### src/rtl/param_sync_ram_if.sv
// Bus bundle for param_sync_ram: write port, read port and clear-sequencer status.
// The RAM takes the slave modport; the requester takes master.
interface param_sync_ram_if #(
    parameter int DATA_W = 32,
    parameter int ADDR_W = 3
);
    logic                  we;
    logic [ADDR_W-1:0]     waddr;
    logic [DATA_W-1:0]     wdata;
    logic [DATA_W/8-1:0]   be;
    logic                  re;
    logic [ADDR_W-1:0]     raddr;
    logic [DATA_W-1:0]     rdata;
    logic                  rvalid;
    logic                  init_busy;

    modport master (
        output we, waddr, wdata, be, re, raddr,
        input  rdata, rvalid, init_busy
    );

    modport slave (
        input  we, waddr, wdata, be, re, raddr,
        output rdata, rvalid, init_busy
    );
endinterface

### src/rtl/param_sync_ram.sv
// Single-clock simple-dual-port RAM with byte enables, selectable read-during-write and a post-reset clear sequencer.
// Define PARAM_SYNC_RAM_OUTREG_EN to add a second output register stage (read latency 2).
module param_sync_ram #(
    parameter int                DATA_W   = 32,
    parameter int                ADDR_W   = 3,
    parameter int                DEPTH    = 8,
    parameter int                RDW_MODE = 0,
    parameter logic [DATA_W-1:0] INIT_VAL = '0
) (
    input logic             clk,
    input logic             rst_n,
    param_sync_ram_if.slave bus
);
    localparam int                BE_W      = DATA_W / 8;
    localparam logic [ADDR_W-1:0] LAST_ADDR = ADDR_W'(DEPTH - 1);
    localparam logic [ADDR_W:0]   DEPTH_C   = (ADDR_W + 1)'(DEPTH);

    typedef enum logic {CLEAR, READY} state_e;

    state_e              state_q, state_d;
    logic [ADDR_W-1:0]   cnt_q, cnt_d;
    logic [DATA_W-1:0]   rdata_q, rdata_d;
    logic                rvalid_q, rvalid_d;
    logic [DATA_W-1:0]   mem_q [DEPTH];

    logic                busy;
    logic                waddr_ok, raddr_ok;
    logic [ADDR_W-1:0]   widx, ridx;
    logic                wr_en;
    logic [ADDR_W-1:0]   wr_addr;
    logic [DATA_W-1:0]   wr_data, merged, rd_word;

    always_ff @(posedge clk or negedge rst_n) begin
        if (!rst_n) begin
            state_q  <= CLEAR;
            cnt_q    <= '0;
            rdata_q  <= '0;
            rvalid_q <= 1'b0;
        end else begin
            state_q  <= state_d;
            cnt_q    <= cnt_d;
            rdata_q  <= rdata_d;
            rvalid_q <= rvalid_d;
        end
    end

    always_comb begin
        state_d = state_q;
        cnt_d   = cnt_q;
        if (state_q == CLEAR) begin
            cnt_d = cnt_q + 1'b1;
            if (cnt_q == LAST_ADDR) begin
                state_d = READY;
                cnt_d   = '0;
            end
        end
    end

    always_comb begin
        busy     = (state_q == CLEAR);
        waddr_ok = ({1'b0, bus.waddr} < DEPTH_C);
        raddr_ok = ({1'b0, bus.raddr} < DEPTH_C);
        // Out-of-range addresses are steered to word 0 so the array is never indexed past DEPTH.
        widx     = waddr_ok ? bus.waddr : '0;
        ridx     = raddr_ok ? bus.raddr : '0;

        merged = mem_q[widx];
        for (int unsigned k = 0; k < BE_W; k++) begin
            if (bus.be[k]) merged[8*k +: 8] = bus.wdata[8*k +: 8];
        end

        rd_word = raddr_ok ? mem_q[ridx] : '0;
        if ((RDW_MODE == 1) && !busy && bus.we && waddr_ok && (bus.waddr == bus.raddr))
            rd_word = merged;

        wr_en    = busy || (bus.we && waddr_ok);
        wr_addr  = busy ? cnt_q : widx;
        wr_data  = busy ? INIT_VAL : merged;

        rvalid_d = !busy && bus.re;
        rdata_d  = rvalid_d ? rd_word : rdata_q;
    end

    always_ff @(posedge clk) begin
        if (wr_en) mem_q[wr_addr] <= wr_data;
    end

`ifdef PARAM_SYNC_RAM_OUTREG_EN
    logic [DATA_W-1:0] rdata2_q, rdata2_d;
    logic              rvalid2_q, rvalid2_d;

    always_comb begin
        rdata2_d  = rdata_q;
        rvalid2_d = rvalid_q && !busy;
    end

    always_ff @(posedge clk or negedge rst_n) begin
        if (!rst_n) begin
            rdata2_q  <= '0;
            rvalid2_q <= 1'b0;
        end else begin
            rdata2_q  <= rdata2_d;
            rvalid2_q <= rvalid2_d;
        end
    end

    assign bus.rdata  = rdata2_q;
    assign bus.rvalid = rvalid2_q;
`else
    assign bus.rdata  = rdata_q;
    assign bus.rvalid = rvalid_q;
`endif

    assign bus.init_busy = busy;
endmodule

### src/flat_wrapper.sv
// flat-port wrapper written by rule: the top's interface ports become plain ports
module param_sync_ram_flat 
#(
    parameter int                DATA_W   = 32,
    parameter int                ADDR_W   = 3,
    parameter int                DEPTH    = 8,
    parameter int                RDW_MODE = 0,
    parameter logic [DATA_W-1:0] INIT_VAL = '0
)
  (clk, rst_n, bus_we, bus_waddr, bus_wdata, bus_be, bus_re, bus_raddr, bus_rdata, bus_rvalid, bus_init_busy);
  param_sync_ram_if #(.DATA_W(DATA_W), .ADDR_W(ADDR_W)) bus_i ();
  input logic clk;
  input logic rst_n;
  input wire logic [$bits(bus_i.we)-1:0] bus_we;
  input wire logic [$bits(bus_i.waddr)-1:0] bus_waddr;
  input wire logic [$bits(bus_i.wdata)-1:0] bus_wdata;
  input wire logic [$bits(bus_i.be)-1:0] bus_be;
  input wire logic [$bits(bus_i.re)-1:0] bus_re;
  input wire logic [$bits(bus_i.raddr)-1:0] bus_raddr;
  output wire logic [$bits(bus_i.rdata)-1:0] bus_rdata;
  output wire logic [$bits(bus_i.rvalid)-1:0] bus_rvalid;
  output wire logic [$bits(bus_i.init_busy)-1:0] bus_init_busy;
  assign bus_i.we = bus_we;
  assign bus_i.waddr = bus_waddr;
  assign bus_i.wdata = bus_wdata;
  assign bus_i.be = bus_be;
  assign bus_i.re = bus_re;
  assign bus_i.raddr = bus_raddr;
  assign bus_rdata = bus_i.rdata;
  assign bus_rvalid = bus_i.rvalid;
  assign bus_init_busy = bus_i.init_busy;
  param_sync_ram #(.DATA_W(DATA_W), .ADDR_W(ADDR_W), .DEPTH(DEPTH), .RDW_MODE(RDW_MODE), .INIT_VAL(INIT_VAL)) u_core (.clk(clk), .rst_n(rst_n), .bus(bus_i));
endmodule
### config.mk
export PLATFORM = sky130hd
export DESIGN_NAME = param_sync_ram_flat
export DESIGN_NICKNAME = d
export VERILOG_FILES = /design/src/rtl/param_sync_ram_if.sv /design/src/rtl/param_sync_ram.sv /design/src/flat_wrapper.sv
export SDC_FILE = /design/constraint.sdc
export NUM_CORES = 1
export LEC_CHECK = 0
export ABC_CLOCK_PERIOD_IN_PS = 7000
export CAP_MARGIN = 20
export CORE_MARGIN = 5
export CORE_UTILIZATION = 55
export CTS_CLUSTER_SIZE = 16
export DETAILED_ROUTE_END_ITERATION = 7
export GPL_TIMING_DRIVEN = 0
export HOLD_SLACK_MARGIN = 0.03
export PLACE_DENSITY = 0.82
export SKIP_CTS_REPAIR_TIMING = 1
export SLEW_MARGIN = 5
export SYNTH_ARGS = -nofsm -noshare
export SYNTH_HDL_FRONTEND = slang
export SYNTH_SLANG_ARGS = --single-unit
### constraint.sdc
create_clock -name clk -period 7 [get_ports clk]
set_clock_uncertainty 0.15 [all_clocks]
set_input_delay 1.4 -clock clk [delete_from_list [all_inputs] [get_ports clk]]
set_output_delay 1.4 -clock clk [all_outputs]
set_load 0.03 [all_outputs]
* Word level (Yosys, flattened, before mapping)
Memories as Yosys holds them, arrays and structs flattened. A register that Yosys moved wholly into a read port is not among the register bits. Index checks and enable logic that the tools add are counted.
Storage, ports and cells: memories 1, latch bits 0, register bits after elaboration 5, input port bits 46, memory bits (read-only) 0, memory bits (writable) 256
Operators by class: reductions and logical operators 3, bitwise logic cells 1, add/sub/neg operators 1, order comparisons 0, mux-type cells 11, shifts and indexed selects 0, $mul 0, eq/ne operators 1, divide/modulo/power cells 0
Memory list:
- u_core.mem_q | words 8, bits a word 32, read ports 2, clocked after Yosys merged registers in 1, wr ports 1, line param_sync_ram.sv:24 | logic [DATA_W-1:0] mem_q [DEPTH];
Operator list (number):
- 32-bit 2-to-1 mux | 1
- 8-bit 2-to-1 mux | 4
- 3-bit 2-to-1 mux | 2
- 1-bit 2-to-1 mux | 4
- 3-bit by 1-bit adder with 3-bit output, second input constant | 1
- 3-bit equality test, second input constant | 1
- 1-bit logical AND | 1
- 1-bit zero test | 1
- 1-bit logical OR | 1
- 1-bit NOT | 1

* Longest topological paths before layout
depth after elaboration 4, depth in mapped cells 5

* Least setup slack after synthesis
Ideal clock, no wire load.
kind input port to flip-flop, start point input bus_waddr[0], end point memory u_core.mem_q[1][0], enable pin, arrival 3.387 ns, stages 5, path slack 3.042 ns, cell sequence buf_2 buf_2 and3_1 a21oi_1 nor2_1
On the way: longest elaborated chain between the ends 1
RTL lines:
- start: declaration | line flat_wrapper.sv:15 | input wire logic [$bits(bus_i.waddr)-1:0] bus_waddr;
- 3-bit 2-to-1 mux | line param_sync_ram.sv:77 | wr_addr = busy ? cnt_q : widx;
- end: declaration | line param_sync_ram.sv:24
Every way passes these cells.

* Worst setup path after layout
start point input bus_waddr[2], end point memory u_core.mem_q[4][11], enable pin
The elaborated chain is that of the path after synthesis.

==> results.md <==
* Static leakage at approximately 5.6 nW
* VDD IR max at around 0.12 mV
* Total power at roughly 4 mW
* Final #Nets at 1113
* Worst relative slew slack at 0.356
* Most frequent cells in the layout: 256 x edfxtp_1, 193 x mux2_2, 72 x clkdlybuf4s50_1
* Pins Over Slew Limit at 0
* Switching power total at ~950 µW
* Final HPWL DP at about 24000 µm
* I/O pins at 80
* Reg power frac at 0.492
* Crit. End Element: flop
* Mux contribution to synthesized area at 0.203
* H-tree levels at 1
* Post-synth top flop: edfxtp_1
* Finished Cell Area at approximately 16000 µm²
* Sink Count at roughly 290
* DP Worst Slack at between 2000 and 3000 ps
* Setup-failing EPs final at 0
* Cell area after synthesis at roughly 14000 µm²
* Most used cell, CP: buf_2
* Cts bufs inserted at 29
* Via Count at 9256
* Reg-to-reg critical path startpoint: u_core.state_q$_DFF_PN0_
* PnR worst setup slack at about 3200 ps
* Number of synthesized flops with an enable pin at 256
* Final hold vios at 0
* Clock-pin slew on the worst setup and hold paths at ~60 ps
* CP Data Arrival Time at 3880 ps
* Synth Area in Compound Gates at 0.117
* Post-synthesis xor/xnor area fraction at 0
* GR Overflow Total at 0
* First-pass GRT wire length at between 50000 and 60000 µm
* Diodes inserted at 0
* DIE AREA at between 20000 and 30000 µm²
* Worst min-delay path class: reg -> reg
* Drt via density at approximately 6.5
* RSZ-0062 raised after global routing: no
* Antenna-violating nets left at 0
* Hold WS at 329 ps
* Cells after Synth at 952
* Drt pass-1 iters at 5
* Initial DRC Count at roughly 1100
* Hold_sp: u_core.bus.rdata[11]$_DFFE_PN0P_
* Highest achievable clock rate at 263 MHz
* CP Max Fanout at 18
* Root Buffer: clkbuf_16
* FP Rows at between 50 and 60
* Register bit total from synthesis at about 290
* Reg2reg end: u_core.mem_q[4][11]$_DFFE_PP_
* Most common cell after layout, fill and taps aside: edfxtp_1
* GPL Wtd Cong at around 0.84
* Placed Area at between 15000 and 20000 µm²
* Synth warn at 0
* CP required at roughly 7000 ps
* Status: complete, no violations
* Initial antenna violation count at 0
* DIE HEIGHT at between 150 and 200 µm
* Cell variety after synth at 27
* Detailed Route WL at 38100 µm
* PD cells at approximately 250 nW/µm²
* Power share of the combinational group at 0.118
* Initial core utilization at 0.554
* Setup CP Type: in -> reg
* Largest family of logic cells by synthesized area: multiplexers
* Clock Latency Late Sink at 540 ps
* Synth Area in Adders at 0.00181
* Fin Setup TNS at 0 ps
* Core box area at between 20000 and 25000 µm²
* Post-route minimum period at 3800 ps
* Layout cells sized above 1 at 0.280
* Sw Ratio at 0.232
* GRT Overall Usage at 0.263
* Fin crit share at 0.542
* Largest net degree at the start of global routing at 28
* R2R setup slack at ~4300 ps
* Synth-to-layout area growth at 17.3%
* CP Cell Sequence: clkdlybuf4s50_1 -> nor2b_1 -> buf_2 -> buf_2 -> a22oi_1 -> nor2_4 -> buf_16
* DR DRC count at 0
* Number of cells on the worst reg-to-reg path at 5
* Simple-Gate Fraction of Synth Area at 0.0258
* Vias in the first global route at 9600
* Setup crit start kind: input pin
* Worst Hold Path EP: u_core.bus.rdata[11]$_DFFE_PN0P_
* Worst-Margin Slew at just under 1000 ps
* Avg Cell Area, Syn at 14.5 µm²
* Clock share of power at 0.390
* CTS tree: built
* Post-synthesis sequential area ratio at 0.623
* DR WL/cell at about 27 µm
* Syn_nets at 1000
* Die W at 169 µm
* Critical Path Max Stage Delay at between 700 and 800 ps
* Critical path's slowest cell: nor2_4
* Clk buf depth at 3
* Max-cap violation count at 0
* Hold Crit Depth at 2
* Post-synth ARST share at 0.126
* IO Port Bufs at 73
* P_int at between 3 and 4 mW
cells in the mapped netlist (5+ instances only):
master | number | share of area
buf_2 | 14 | 0.0051
a21oi_1 | 33 | 0.012
nand2_1 | 69 | 0.019
nor2_1 | 11 | 0.0030
o21ai_0 | 34 | 0.012
clkbuf_1 | 37 | 0.010
dfrtp_1 | 37 | 0.067
mux2_2 | 193 | 0.16
buf_6 | 5 | 0.0041
edfxtp_1 | 256 | 0.56
buf_4 | 14 | 0.0076
a22o_1 | 32 | 0.020
o31ai_1 | 16 | 0.0087
mux2i_1 | 64 | 0.046
a31oi_1 | 32 | 0.014
inv_1 | 7 | 0.0019
o31ai_2 | 16 | 0.014
a22oi_1 | 36 | 0.020
o22ai_1 | 32 | 0.014
metrics by stage:
step | utilization | cells
finish | 0.650 | 1417
global route | 0.650 | 1417
CTS | 0.650 | 1417
detailed placement | 0.610 | 1364
global placement | 0.600 | 1355
floorplan | - | 952
registers in the layout, summed over array words and instances (netlist names):
register,count
u_core.mem_q,256
u_core.bus.rvalid,1
u_core.state_q,1
u_core.bus.rdata,32
u_core.cnt_q,3
power by group through the flow:
stage / clock [mW] / sequential [mW] / combinational [mW]
final: 1.59 / 2.01 / 0.482
after global routing: 1.67 / 2.02 / 0.506
after CTS: 1.60 / 2.01 / 0.479
after detailed placement: 0 / 2.05 / 0.475
after global placement: 0 / 2.05 / 0.454
after floorplan: 0 / 2.08 / 0.243
worst max path at each step:
stage / slack [ps] / from / endpoint / depth (start not counted)
floorplan: 3040 / bus_waddr[0] / u_core.mem_q[1][0]$_DFFE_PP_ / 5
global placement: 890 / bus_waddr[1] / u_core.mem_q[2][20]$_DFFE_PP_ / 6
detailed placement: 2720 / bus_waddr[2] / u_core.mem_q[4][11]$_DFFE_PP_ / 7
CTS: 3260 / bus_waddr[2] / u_core.mem_q[4][11]$_DFFE_PP_ / 7
global route: 3150 / bus_waddr[2] / u_core.mem_q[4][11]$_DFFE_PP_ / 7
finish: 3200 / bus_waddr[2] / u_core.mem_q[4][11]$_DFFE_PP_ / 7
area by class of cell:
| type | count | area [µm²] |
|---|---|---|
| repair buffers | 82 | 936 |
| multi-input cells | 580 | 4870 |
| inverters | 7 | 26.3 |
| clock inverters | 7 | 108 |
| fillers | 1747 | 8740 |
| clock buffers | 46 | 880 |
| plain buffers | 72 | 378 |
| flip-flops and latches | 293 | 8610 |
| well taps | 330 | 413 |
cell families after synthesis:
family,after synthesis
compound gates,232
fa+ha+maj,2
buf+inv,79
flops,293
mux,257
simple gates,89
routing by layer:
layer	vias up	track usage	share of wire
li1	3975	-	-
met1	4597	0.351	0.38
met2	575	0.435	0.48
met3	109	0.0423	0.096
met4	0	0.103	0.038
met5	-	0	0
critical path, delay by kind of cell:
family	cells	cell delay (ps)
and+or+nand+nor	2	870
buffers and inverters	4	1340
AOI/OAI and AO/OA	1	260
No activity file was read; power rests on OpenSTA's default activity.
